`src/rtl/ce0_hilo_engine_if.sv`:
```
// CE0 pipeline-side bundle: S/E-stage opcode and operands in, stall and M-stage result out.
// Flow control: an E-stage op is consumed on a cycle with !PIPE_HOLD_E && !CE0_STALL_E
// (KILL_E discards it instead); CE0_RESVLD_M_R qualifies CE0_RESULT_M_R for exactly one cycle.
interface ce0_hilo_engine_if;
    logic [11:0] CEI_CE0OP_S_R;
    logic        CEI_INSTM32_S_R_N;
    logic [31:0] CEI_CE0AOP_E_R;
    logic [31:0] CEI_CE0BOP_E_R;
    logic        PIPE_HOLD_E;
    logic        KILL_E;
    logic        CE0_STALL_E;
    logic [31:0] CE0_RESULT_M_R;
    logic        CE0_RESVLD_M_R;
    logic        CE0_BUSY_R;

    modport master (
        output CEI_CE0OP_S_R, CEI_INSTM32_S_R_N, CEI_CE0AOP_E_R, CEI_CE0BOP_E_R,
        output PIPE_HOLD_E, KILL_E,
        input  CE0_STALL_E, CE0_RESULT_M_R, CE0_RESVLD_M_R, CE0_BUSY_R
    );

    modport slave (
        input  CEI_CE0OP_S_R, CEI_INSTM32_S_R_N, CEI_CE0AOP_E_R, CEI_CE0BOP_E_R,
        input  PIPE_HOLD_E, KILL_E,
        output CE0_STALL_E, CE0_RESULT_M_R, CE0_RESVLD_M_R, CE0_BUSY_R
    );
endinterface

```
`src/rtl/ce0_hilo_engine.sv`:
```
// CE0 execution unit: iterative 32x32 multiply / restoring divide with architectural HI/LO,
// plus MTHI/MTLO/MFHI/MFLO moves. dbg_state exposes the FSM state.
module ce0_hilo_engine #(
    parameter int MUL_BITS = 4
) (
    input  logic       CLK,
    input  logic       RESET_N,
    ce0_hilo_engine_if.slave bus,
    output logic [1:0] dbg_state
);
    localparam int MUL_CYC = 32 / MUL_BITS;
    localparam int PW      = 32 + MUL_BITS;

    typedef enum logic [1:0] {S_IDLE, S_MUL, S_DIV, S_FIX} state_t;
    typedef enum logic [3:0] {
        OP_NOP = 4'd0, OP_MULT = 4'd1, OP_MULTU = 4'd2, OP_DIV = 4'd3, OP_DIVU = 4'd4,
        OP_MTHI = 4'd5, OP_MTLO = 4'd6, OP_MFHI = 4'd7, OP_MFLO = 4'd8
    } op_t;

    state_t      state;
    op_t         op_e;
    op_t         op_s;
    logic [4:0]  cnt;
    logic [31:0] hi, lo, b_reg, result;
    logic [63:0] p;
    logic        is_div, neg_q, neg_r, div0, busy, resvld;

    logic [3:0]  func;
    logic        unused_op_bits;
    logic        stall, advance, issue;
    logic [31:0] a, b, a_mag, b_mag;
    logic        signed_op, a_neg, b_neg;
    logic [PW-1:0] partial, mul_sum;
    logic [63:0] mul_next, div_next, prod_fix;
    logic [32:0] trial;
    logic [33:0] diff;
    logic [31:0] rem_next, q_fix, r_fix;

    assign func           = bus.CEI_CE0OP_S_R[3:0];
    assign unused_op_bits = ^bus.CEI_CE0OP_S_R[11:4];

    always_comb begin
        op_s = OP_NOP;
        if (!bus.CEI_INSTM32_S_R_N && func != 4'd0 && func <= 4'd8)
            op_s = op_t'(func);
    end

    // Any CE0 op in E waits for the engine to drain, so HI/LO is never read or written mid-op.
    assign stall   = (op_e != OP_NOP) && (state != S_IDLE);
    assign advance = !bus.PIPE_HOLD_E && !stall;
    assign issue   = advance && !bus.KILL_E && (op_e != OP_NOP);

    assign a         = bus.CEI_CE0AOP_E_R;
    assign b         = bus.CEI_CE0BOP_E_R;
    assign signed_op = (op_e == OP_MULT) || (op_e == OP_DIV);
    assign a_neg     = signed_op && a[31];
    assign b_neg     = signed_op && b[31];
    assign a_mag     = a_neg ? (32'd0 - a) : a;
    assign b_mag     = b_neg ? (32'd0 - b) : b;

    // Shift-add: p[63:32] accumulates, p[31:0] holds the remaining multiplier digits.
    assign partial  = {{MUL_BITS{1'b0}}, b_reg} * {{32{1'b0}}, p[MUL_BITS-1:0]};
    assign mul_sum  = {{MUL_BITS{1'b0}}, p[63:32]} + partial;
    assign mul_next = {mul_sum, p[31:MUL_BITS]};

    // Restoring divide: p[63:32] is the partial remainder, p[31:0] shifts dividend out / quotient in.
    assign trial    = {p[63:32], p[31]};
    assign diff     = {1'b0, trial} - {2'b00, b_reg};
    assign rem_next = diff[33] ? trial[31:0] : diff[31:0];
    assign div_next = {rem_next, p[30:0], ~diff[33]};

    assign prod_fix = neg_q ? (64'd0 - p) : p;
    assign q_fix    = neg_q ? (32'd0 - p[31:0]) : p[31:0];
    assign r_fix    = neg_r ? (32'd0 - p[63:32]) : p[63:32];

    always_ff @(posedge CLK or negedge RESET_N) begin
        if (!RESET_N) begin
            state  <= S_IDLE;
            op_e   <= OP_NOP;
            cnt    <= 5'd0;
            hi     <= 32'd0;
            lo     <= 32'd0;
            b_reg  <= 32'd0;
            p      <= 64'd0;
            is_div <= 1'b0;
            neg_q  <= 1'b0;
            neg_r  <= 1'b0;
            div0   <= 1'b0;
            busy   <= 1'b0;
            result <= 32'd0;
            resvld <= 1'b0;
        end else begin
            resvld <= 1'b0;
            if (advance)
                op_e <= op_s;
            case (state)
                S_IDLE: begin
                    if (issue) begin
                        case (op_e)
                            OP_MULT, OP_MULTU: begin
                                p      <= {32'd0, a_mag};
                                b_reg  <= b_mag;
                                neg_q  <= a_neg ^ b_neg;
                                is_div <= 1'b0;
                                cnt    <= 5'(MUL_CYC - 1);
                                busy   <= 1'b1;
                                state  <= S_MUL;
                            end
                            OP_DIV, OP_DIVU: begin
                                p      <= {32'd0, a_mag};
                                b_reg  <= b_mag;
                                neg_q  <= a_neg ^ b_neg;
                                neg_r  <= a_neg;
                                div0   <= (b == 32'd0);
                                is_div <= 1'b1;
                                cnt    <= 5'd31;
                                busy   <= 1'b1;
                                state  <= S_DIV;
                            end
                            OP_MTHI: hi <= a;
                            OP_MTLO: lo <= a;
                            OP_MFHI: begin
                                result <= hi;
                                resvld <= 1'b1;
                            end
                            OP_MFLO: begin
                                result <= lo;
                                resvld <= 1'b1;
                            end
                            default: ;
                        endcase
                    end
                end
                S_MUL: begin
                    p   <= mul_next;
                    cnt <= cnt - 5'd1;
                    if (cnt == 5'd0)
                        state <= S_FIX;
                end
                S_DIV: begin
                    p   <= div_next;
                    cnt <= cnt - 5'd1;
                    if (cnt == 5'd0)
                        state <= S_FIX;
                end
                S_FIX: begin
                    // Divide by zero still runs the full loop; only LO is overridden.
                    if (is_div) begin
                        lo <= div0 ? 32'hFFFF_FFFF : q_fix;
                        hi <= r_fix;
                    end else begin
                        hi <= prod_fix[63:32];
                        lo <= prod_fix[31:0];
                    end
                    busy  <= 1'b0;
                    state <= S_IDLE;
                end
                default: state <= S_IDLE;
            endcase
        end
    end

    assign bus.CE0_STALL_E    = stall;
    assign bus.CE0_RESULT_M_R = result;
    assign bus.CE0_RESVLD_M_R = resvld;
    assign bus.CE0_BUSY_R     = busy;
    assign dbg_state          = state;
endmodule
```
`src/flat_wrapper.sv`:
```
// flat-port wrapper written by rule: the top's interface ports become plain ports
module ce0_hilo_engine_flat 
#(
    parameter int MUL_BITS = 4
)
  (CLK, RESET_N, dbg_state, bus_CEI_CE0OP_S_R, bus_CEI_INSTM32_S_R_N, bus_CEI_CE0AOP_E_R, bus_CEI_CE0BOP_E_R, bus_PIPE_HOLD_E, bus_KILL_E, bus_CE0_STALL_E, bus_CE0_RESULT_M_R, bus_CE0_RESVLD_M_R, bus_CE0_BUSY_R);
  ce0_hilo_engine_if bus_i ();
  input  logic CLK;
  input  logic RESET_N;
  output logic [1:0] dbg_state;
  input wire logic [$bits(bus_i.CEI_CE0OP_S_R)-1:0] bus_CEI_CE0OP_S_R;
  input wire logic [$bits(bus_i.CEI_INSTM32_S_R_N)-1:0] bus_CEI_INSTM32_S_R_N;
  input wire logic [$bits(bus_i.CEI_CE0AOP_E_R)-1:0] bus_CEI_CE0AOP_E_R;
  input wire logic [$bits(bus_i.CEI_CE0BOP_E_R)-1:0] bus_CEI_CE0BOP_E_R;
  input wire logic [$bits(bus_i.PIPE_HOLD_E)-1:0] bus_PIPE_HOLD_E;
  input wire logic [$bits(bus_i.KILL_E)-1:0] bus_KILL_E;
  output wire logic [$bits(bus_i.CE0_STALL_E)-1:0] bus_CE0_STALL_E;
  output wire logic [$bits(bus_i.CE0_RESULT_M_R)-1:0] bus_CE0_RESULT_M_R;
  output wire logic [$bits(bus_i.CE0_RESVLD_M_R)-1:0] bus_CE0_RESVLD_M_R;
  output wire logic [$bits(bus_i.CE0_BUSY_R)-1:0] bus_CE0_BUSY_R;
  assign bus_i.CEI_CE0OP_S_R = bus_CEI_CE0OP_S_R;
  assign bus_i.CEI_INSTM32_S_R_N = bus_CEI_INSTM32_S_R_N;
  assign bus_i.CEI_CE0AOP_E_R = bus_CEI_CE0AOP_E_R;
  assign bus_i.CEI_CE0BOP_E_R = bus_CEI_CE0BOP_E_R;
  assign bus_i.PIPE_HOLD_E = bus_PIPE_HOLD_E;
  assign bus_i.KILL_E = bus_KILL_E;
  assign bus_CE0_STALL_E = bus_i.CE0_STALL_E;
  assign bus_CE0_RESULT_M_R = bus_i.CE0_RESULT_M_R;
  assign bus_CE0_RESVLD_M_R = bus_i.CE0_RESVLD_M_R;
  assign bus_CE0_BUSY_R = bus_i.CE0_BUSY_R;
  ce0_hilo_engine #(.MUL_BITS(MUL_BITS)) u_core (.CLK(CLK), .RESET_N(RESET_N), .bus(bus_i), .dbg_state(dbg_state));
endmodule
```
`config.mk`:
```
export PLATFORM = sky130hd
export DESIGN_NAME = ce0_hilo_engine_flat
export DESIGN_NICKNAME = d
export VERILOG_FILES = /design/src/rtl/ce0_hilo_engine_if.sv /design/src/rtl/ce0_hilo_engine.sv /design/src/flat_wrapper.sv
export SDC_FILE = /design/constraint.sdc
export NUM_CORES = 1
export LEC_CHECK = 0
export ABC_CLOCK_PERIOD_IN_PS = 13500
export CAP_MARGIN = 20
export CORE_MARGIN = 8
export CORE_UTILIZATION = 60
export DETAILED_ROUTE_END_ITERATION = 16
export GPL_TIMING_DRIVEN = 0
export PLACE_DENSITY = 0.76
export SLEW_MARGIN = 25
export SYNTH_ARGS = -nofsm -noshare
export SYNTH_HDL_FRONTEND = slang
export SYNTH_SLANG_ARGS = --single-unit
```
`constraint.sdc`:
```
create_clock -name CLK -period 13.5 [get_ports CLK]
set_input_delay 3.375 -clock CLK [delete_from_list [all_inputs] [get_ports CLK]]
set_output_delay 3.375 -clock CLK [all_outputs]
set_load 0.01 [all_outputs]
```
### Yosys cells after proc, flatten, opt, wreduce, memory -nomap -nowiden

Cells that the tools add are included.

* bits in registers: 209
* input bits: 81
* output and inout bits: 37

* reductions and logical operators: 39
* multiply operators: 1
* order comparisons: 1
* mux-type cells: 34
* equal/unequal tests: 17
* bitwise logic cells: 2
* $add $sub $neg: 8

Operators with widths (count)
* 2-to-1 mux 32 bit: 12
* 2-to-1 mux 64 bit: 3
* case mux 32 bit (2 select lines): 3
* case mux 64 bit (3 select lines): 1
* subtractor 1 x 32 -> 32 bit (first input constant): 4
* subtractor 1 x 64 -> 64 bit (first input constant): 1
* adder 32 x 36 -> 36 bit: 1
* multiplier 32 x 4 -> 36 bit: 1
* subtractor 33 x 32 -> 34 bit: 1
* zero test 32 bit: 1
* AND reduction 3 bit: 10
* case mux 5 bit (2 select lines): 2
* == test 4 x 3 -> 1 bit (second input constant): 4
* nonzero test 2 bit: 5
* == test 4 x 2 -> 1 bit (second input constant): 2
* logical AND 1 bit: 8
* nonzero test 4 bit: 2
* OR reduction 2 bit: 4
* inequality test 2 bit (second input constant): 3
* case mux 2 bit (3 select lines): 1
* zero test 5 bit: 1
* 2-to-1 mux 1 bit: 5
* 2-to-1 mux 5 bit: 1
* subtractor 5 x 1 -> 5 bit (second input constant): 1
* 18 further kinds: 25

### Longest topological paths before layout

Gate-level depths: netlist of the first run.

* word-level depth: 8
* gate-level depth with buffers: 19

### Worst setup path before layout of the first run

OpenSTA, ideal clock, no wires.

* path kind: input to register
* from: in bus_CEI_CE0AOP_E_R[9]
* to: reg u_core.p[29]
* buffers on the path: 0
* arrival time: 5856 ps
* data required time: 13377 ps
* setup slack: 7521 ps
* stages on the path: 9
* cells stage by stage: or4_1 > or3_1 > or4_1 > nand2b_1 > or2_2 > o41ai_1 > xnor2_1 > o21ai_0 > nand2_1

* word-level cells in the longest chain between the ends: 5

RTL lines
* start, declared: line flat_wrapper.sv:13 `input wire logic [$bits(bus_i.CEI_CE0AOP_E_R)-1:0] bus_CEI_CE0AOP_E_R;`
* subtractor 1 x 32 -> 32 bit: line ce0_hilo_engine.sv:58 `assign a_mag = a_neg ? (32'd0 - a) : a;`
* 2-to-1 mux 32 bit: line ce0_hilo_engine.sv:58
* 2-to-1 mux 64 bit: line ce0_hilo_engine.sv:99 `case (op_e)`
* 2-to-1 mux 64 bit: line ce0_hilo_engine.sv:98 `if (issue) begin`
* case mux 64 bit (3 select lines): line ce0_hilo_engine.sv:96 `case (state)`
* end signal, assigned: line ce0_hilo_engine.sv:101 `p <= {32'd0, a_mag};`
* end signal, assigned: line ce0_hilo_engine.sv:110 `p <= {32'd0, a_mag};`
* end signal, assigned: line ce0_hilo_engine.sv:135 `p <= mul_next;`
* end, declared: line ce0_hilo_engine.sv:25 `logic [63:0] p;`

No other way between the ends. The select of a mux whose other input is x is not followed.
A chain may end at the register's enable or synchronous reset.

### Final worst setup path of the first run

* from: in bus_PIPE_HOLD_E
* to: reg u_core.p[43]

* word-level cells in the longest chain between the ends: 6

RTL lines
* start, declared: line flat_wrapper.sv:15 `input wire logic [$bits(bus_i.PIPE_HOLD_E)-1:0] bus_PIPE_HOLD_E;`
* zero test 1 bit: line ce0_hilo_engine.sv:50 `assign advance = !bus.PIPE_HOLD_E && !stall;`
* logical AND 1 bit: line ce0_hilo_engine.sv:50
* logical AND 1 bit (2 in series): line ce0_hilo_engine.sv:51 `assign issue = advance && !bus.KILL_E && (op_e != OP_NOP);`
* inequality test 2 x 1 -> 1 bit (no source line)
* AND reduction 3 bit (no source line)

No other way between the ends.

==> results of run 1 <==
## layer usage
layer | wire length (µm) | global-route usage | up-vias
li1 | - | - | 8485
met1 | 24900 | 0.400 | 8808
met2 | 31000 | 0.578 | 895
met3 | 5650 | 0.0604 | 243
met4 | 4330 | 0.198 | 0
met5 | 0 | 0 | -
## logic make-up (layout without fill, tap and decap cells)
kind of cell               after synthesis  after routing
muxes                                   50             50
AOI/OAI and AO/OA                      680            680
and+or+nand+nor                        746            746
buffers and inverters                  351            507
xor gates and xnor gates               170            170
adders and majority gates              180            180
DFF                                    209            209
## layout make-up
class | instances | area [µm²] | area share
Tap cell | 402 | 503 | 0.0231
Buffer | 134 | 591 | 0.0271
Timing Repair Buffer | 110 | 1140 | 0.0523
Multi-Input combinational cell | 1826 | 12600 | 0.581
Inverter | 217 | 815 | 0.0374
Sequential cell | 209 | 5230 | 0.240
Clock buffer | 31 | 688 | 0.0316
Clock inverter | 15 | 155 | 0.00713
## layout by cell type (no fill, tap or decap), drive strengths merged, types with 8 or more instances in the layout
cell | synthesis | layout
a21oi | 151 | 151
buf | 16 | 20
o21a | 18 | 18
nor2b | 12 | 12
dfrtp | 209 | 209
nor3 | 47 | 47
a21o | 40 | 40
o211ai | 8 | 8
nor2 | 213 | 213
o21ai | 245 | 245
a31oi | 22 | 22
or4 | 16 | 16
clkbuf | 114 | 145
nor4 | 13 | 13
xor2 | 46 | 46
o41ai | 16 | 16
o31ai | 22 | 22
and3 | 12 | 12
nand4 | 8 | 8
and2 | 76 | 76
or3 | 13 | 13
a22oi | 40 | 40
or2 | 8 | 8
o221ai | 12 | 12
clkdlybuf4s50 | 3 | 109
nand2 | 256 | 256
mux2i | 50 | 50
nand3 | 27 | 27
ha | 88 | 88
inv | 217 | 221
fa | 92 | 92
nand2b | 18 | 18
o22ai | 34 | 34
xnor2 | 124 | 124
a211oi | 19 | 19
## through the flow
| stage | instance area, µm² | instances | utilization | hold WS, ns | setup WS (ns) |
|---|---|---|---|---|---|
| floorplan | 19300 | 2386 | - | 0.443 | 7.52 |
| finish | 21800 | 2944 | 0.690 | 0.475 | 6.77 |
| global placement | 20800 | 2895 | 0.660 | 0.461 | 0.260 |
| detailed placement | 20900 | 2898 | 0.663 | 0.470 | 6.36 |
| CTS | 21800 | 2944 | 0.690 | 0.483 | 6.64 |
| global route | 21800 | 2944 | 0.690 | 0.508 | 6.56 |
## worst paths after layout
check,from,end,slack [ns]
setup reg to reg,u_core.p[3],u_core.p[58],6.98
setup / recovery,bus_PIPE_HOLD_E,u_core.p[43],6.77
hold reg to reg,u_core.lo[16],u_core.lo[16],0.47
min in group asynchronous,RESET_N,u_core.bus.CE0_RESULT_M_R[6],2.68
hold / removal,u_core.lo[16],u_core.lo[16],0.47
max in group asynchronous,RESET_N,u_core.p[61],10.04
## critical path: stages
cell and delay (ns):
clkdlybuf4s50_1 0.42, or3_1 0.37, or4b_2 0.61, clkbuf_1 0.34, and2_0 0.38, nor2_1 0.21, and3_1 0.19, clkbuf_1 0.48
clkbuf_1 0.52, a22oi_1 0.12, o21ai_0 0.15
==> results_dict.tcl, run 1 <==
set metrics [dict create \
    cts_root_buf "clkbuf_16" \
    routed_wirelength_um 65900 \
    yosys_register_bits 209 \
    hold_viol 0 \
    io-pin-count 118 \
    synthCells 2386 \
    period_share 0.498 \
    timing.clock.skew_ns 0.0314 \
    grt_setup_unrepaired "false" \
    place.gp.congestion 1.07 \
    crit_required_ns 13.95 \
    coreArea_um2 31600 \
    synth_top_area_frac 0.271 \
    numCtsBuffers 25 \
    cts_tree "yes" \
    number_of_antenna_violations_at_the_first_check_in_global_routing 1 \
    clock.fmax_mhz 149 \
    layout-drive-gt1-share 0.0378 \
    floorplan.initialDensity 0.611 \
    syn-cell-area_um2 19300 \
    synth.yosys.seq_area_share 0.271 \
    dieArea_um2 38100 \
    antenna_violating_nets_post_route 0 \
    globalRouteOverflowTotal 0 \
    num_vias 18400 \
    routed_via_density 6.26 \
    synth_cell_type_count 83 \
    first_global_vias 18500 \
    clkLatencyLatePin_ns 0.55 \
    worst_pin_slew_ns 1.11 \
    crit_path_start_kind "primary input" \
    proportion_of_register_bits_with_asynchronous_set_or_reset_after_synthesis 1.00 \
    post_synth_xor_area_fraction 0.0773 \
    run_status "completed" \
    postCtsSetupBuffers 0 \
    critPathCaptureType "flop" \
    maxSlewHeadroom 0.261 \
    crit_arrival_ns 7.18 \
    synth_top_family_by_area "compound AO/OA/AOI/OAI gates" \
    grt_start_max_net_pins 95 \
    synth.top_cells.by_count "nand2_1 (256), o21ai_0 (240), inv_1 (217), nor2_1 (212), dfrtp_1 (209)" \
    final_nets 2784 \
    ys_dominant_reg_cell "dfrtp_1" \
    post_drt_wl_per_cell_um 22.4 \
    hold-path-cell-count 2 \
    synth.largest_area_cell "dfrtp_1" \
    synth.most_common_cell "nand2_1" \
    number_of_synthesized_flops_with_an_enable_pin 0 \
    yosys.area_share.simple 0.184 \
    fin_setup_tns_ns 0 \
    wire_length_of_the_first_global_routing_pass_um 102000 \
    muxShareOfSynthArea 0.0260 \
    clock_sink_count 209 \
    cts_hold_buffers 0 \
    rows 65 \
    timing.hold.worst.class "flop to flop" \
    insertedDiodeCount 0 \
    detailedRoute.firstIterationViolations 1834 \
    synth_area_per_cell_um2 8.08 \
    area.growth.synth_to_final_pct 13.0 \
    drv.max_cap_violation_count 0 \
    drt_pass1_iterations 6 \
    post_synth_main_area_contributors "dfrtp_1 (27%), fa_1 (9.6%), o21ai_0 (6.2%)" \
    ys_warn_count 0 \
    die_h_um 195 \
    buffer_ports.inserted 107 \
    nFillCells 2604 \
    clock_path_buffers 3 \
    grt_usage 0.340 \
    compound_gate_portion_of_the_synthesized_area 0.216 \
    setup_violations 0 \
    timing.reg2reg.worst_path_depth 17 \
    place.detailed.hpwl_um 52900 \
    slew_viol_final 0 \
    h-tree-depth 1 \
    register_with_the_most_flip_flops "u_core.p" \
    finalWorstPathRequiredPeriod_ns 6.73 \
    synth_adder_area_share 0.153 \
    largest_reg_flops 64 \
    clkSlewWorstSetupHoldPaths_ns 0.07 \
    number_of_nets_in_the_synthesized_netlist 2647 \
    crit_type "primary input to flop" \
    timing.critical_path.fanout_max 10 \
    drc 0 \
    die_w_um 195 \
    post_cts_resized 0 \
]
Power of run 1 is left out: the tool's default activity adds up to more than one toggle a clock period on the data nets, which glitch-free logic cannot reach.
==> run 2: changes to the inputs <==
- ABC_CLOCK_PERIOD_IN_PS: 13500 -> 6300
- clock period: 13.5 -> 6.3 ns (I/O delays scaled with it)
==> run 2 against run 1 <==
Net effect:
- utilization unchanged
- sequential cell count unchanged
- highest routed layer unchanged
- critical endpoint is now u_core.p[62]
- clock-buffer cell count unchanged
- first-iteration DRC count increased by 7.5%
- setup slack got worse by 6.3 ns
- register-to-register slack got worse by 6.5 ns
- via count increased by 0.22%
- die area unchanged
- sequential share of layout area about the same
==> results_dict.tcl, run 2 (synthesis results as in run 1) <==
set metrics [dict create \
    number_of_antenna_violations_at_the_first_check_in_global_routing 1 \
    mostFrequentLayoutCells "nand2_1 (256), o21ai_0 (239), inv_1 (217), nor2_1 (212), dfrtp_1 (208)" \
    place.gp.congestion 1.07 \
    die_w_um 195 \
    grt_setup_unrepaired "false" \
    rows 65 \
    clock_sink_count 209 \
    first_global_vias 18500 \
    h-tree-depth 1 \
    timing.critical_path.fanout_max 10 \
    final_nets 2783 \
    fin_setup_tns_ns 0 \
    mostFrequentLayoutCell "nand2_1" \
    post_cts_resized 1 \
    period_share 0.929 \
    die_h_um 195 \
    placedInstanceArea_um2 20900 \
    wire_length_of_the_first_global_routing_pass_um 102000 \
    crit_type "flop to flop" \
    crit_path_start_kind "flop" \
    numCtsBuffers 25 \
    num_vias 18500 \
    maxSlewHeadroom 0.281 \
    io-pin-count 118 \
    postCtsSetupBuffers 0 \
    dieArea_um2 38100 \
    cts_root_buf "clkbuf_16" \
    hold_viol 0 \
    area.growth.synth_to_final_pct 13.0 \
    buffer_ports.inserted 107 \
    nFillCells 2601 \
    critPathCaptureType "flop" \
    slew_viol_final 0 \
    crit_arrival_ns 6.23 \
    globalRouteOverflowTotal 0 \
    run_status "completed" \
    clkLatencyLatePin_ns 0.55 \
    drc 0 \
    finalInstanceArea_um2 21800 \
    detailedRoute.firstIterationViolations 1972 \
    cts_tree "yes" \
    clock_path_buffers 3 \
    routed_wirelength_um 65900 \
    worst_pin_slew_ns 1.08 \
    clkSlewWorstSetupHoldPaths_ns 0.06 \
    setup_violations 0 \
    routed_via_density 6.28 \
    antenna_violating_nets_post_route 0 \
    finalHoldWorstSlack_ns 0.476 \
    timing.hold.worst.class "flop to flop" \
    grt_usage 0.340 \
    largest_reg_flops 64 \
    register_with_the_most_flip_flops "u_core.p" \
    post_drt_wl_per_cell_um 22.4 \
    timing.clock.skew_ns 0.0323 \
    coreArea_um2 31600 \
    floorplan.initialDensity 0.611 \
    insertedDiodeCount 0 \
    drt_pass1_iterations 6 \
    finalWorstPathRequiredPeriod_ns 5.85 \
    drv.max_cap_violation_count 0 \
    layout-drive-gt1-share 0.0390 \
    crit_required_ns 6.68 \
    cts_hold_buffers 0 \
    clock.fmax_mhz 171 \
    grt_start_max_net_pins 95 \
    place.detailed.hpwl_um 52900 \
]
[run 2: cell count changes in the layout (fill, tap and decap cells not counted), sizes merged]
cell,previous run,this run
buf,20,21
clkbuf,145,143
[run 2: worst paths after layout]
kind	from	end	slack (ns)	cells after the start
min reg2reg	u_core.lo[16]	u_core.lo[16]	0.48	2
max	u_core.p[1]	u_core.p[62]	0.45	18
max reg2reg	u_core.p[1]	u_core.p[62]	0.45	18
min in group asynchronous	RESET_N	u_core.bus.CE0_RESULT_M_R[6]	0.88	1
max in group asynchronous	RESET_N	u_core.p[63]	4.65	2
min	u_core.lo[16]	u_core.lo[16]	0.48	2
[run 2: cell type report]
cell class                 count  area [µm²]  share of cell area
timing repair buffer         110        1140              0.0523
sequential                   209        5230               0.240
multi-input combinational   1826       12600               0.581
inverter                     217         815              0.0374
clock inverter                15         155             0.00713
clock buffer                  31         688              0.0316
tap                          402         503              0.0231
buffer                       133         589              0.0271
[run 2: critical path: stages (launching register included)]
cell      delay (ns)
dfrtp_1         0.49
inv_1           0.33
clkbuf_1        0.40
nor2_1          0.12
fa_1            0.47
fa_1            0.54
inv_1           0.05
fa_1            0.49
inv_1           0.04
ha_1            0.36
a21o_1          0.22
o21a_1          0.19
o31ai_1         0.52
a31oi_1         0.25
o21ai_0         0.31
a221oi_1        0.21
a221oi_1        0.34
xor2_1          0.25
o211ai_1        0.10
[run 2: metrics by stage]
stage / worst slack (ns) / instances / utilization
after detailed placement: -0.546 / 2898 / 0.663
after global placement: -5.14 / 2895 / 0.660
final: 0.449 / 2943 / 0.690
after CTS: 0.0634 / 2943 / 0.690
after global routing: 0.119 / 2943 / 0.690
after floorplan: 1.44 / 2386 / -
[run 2: routing by layer]
layer  vias to the layer above  GRT usage  share of wire
met3                       235     0.0602          0.081
met1                      8850      0.400           0.38
met4                         0      0.198          0.064
li1                       8492          -              -
met2                       894      0.578           0.47
met5                         -          0              0
Power of run 2 is left out for the same reason.
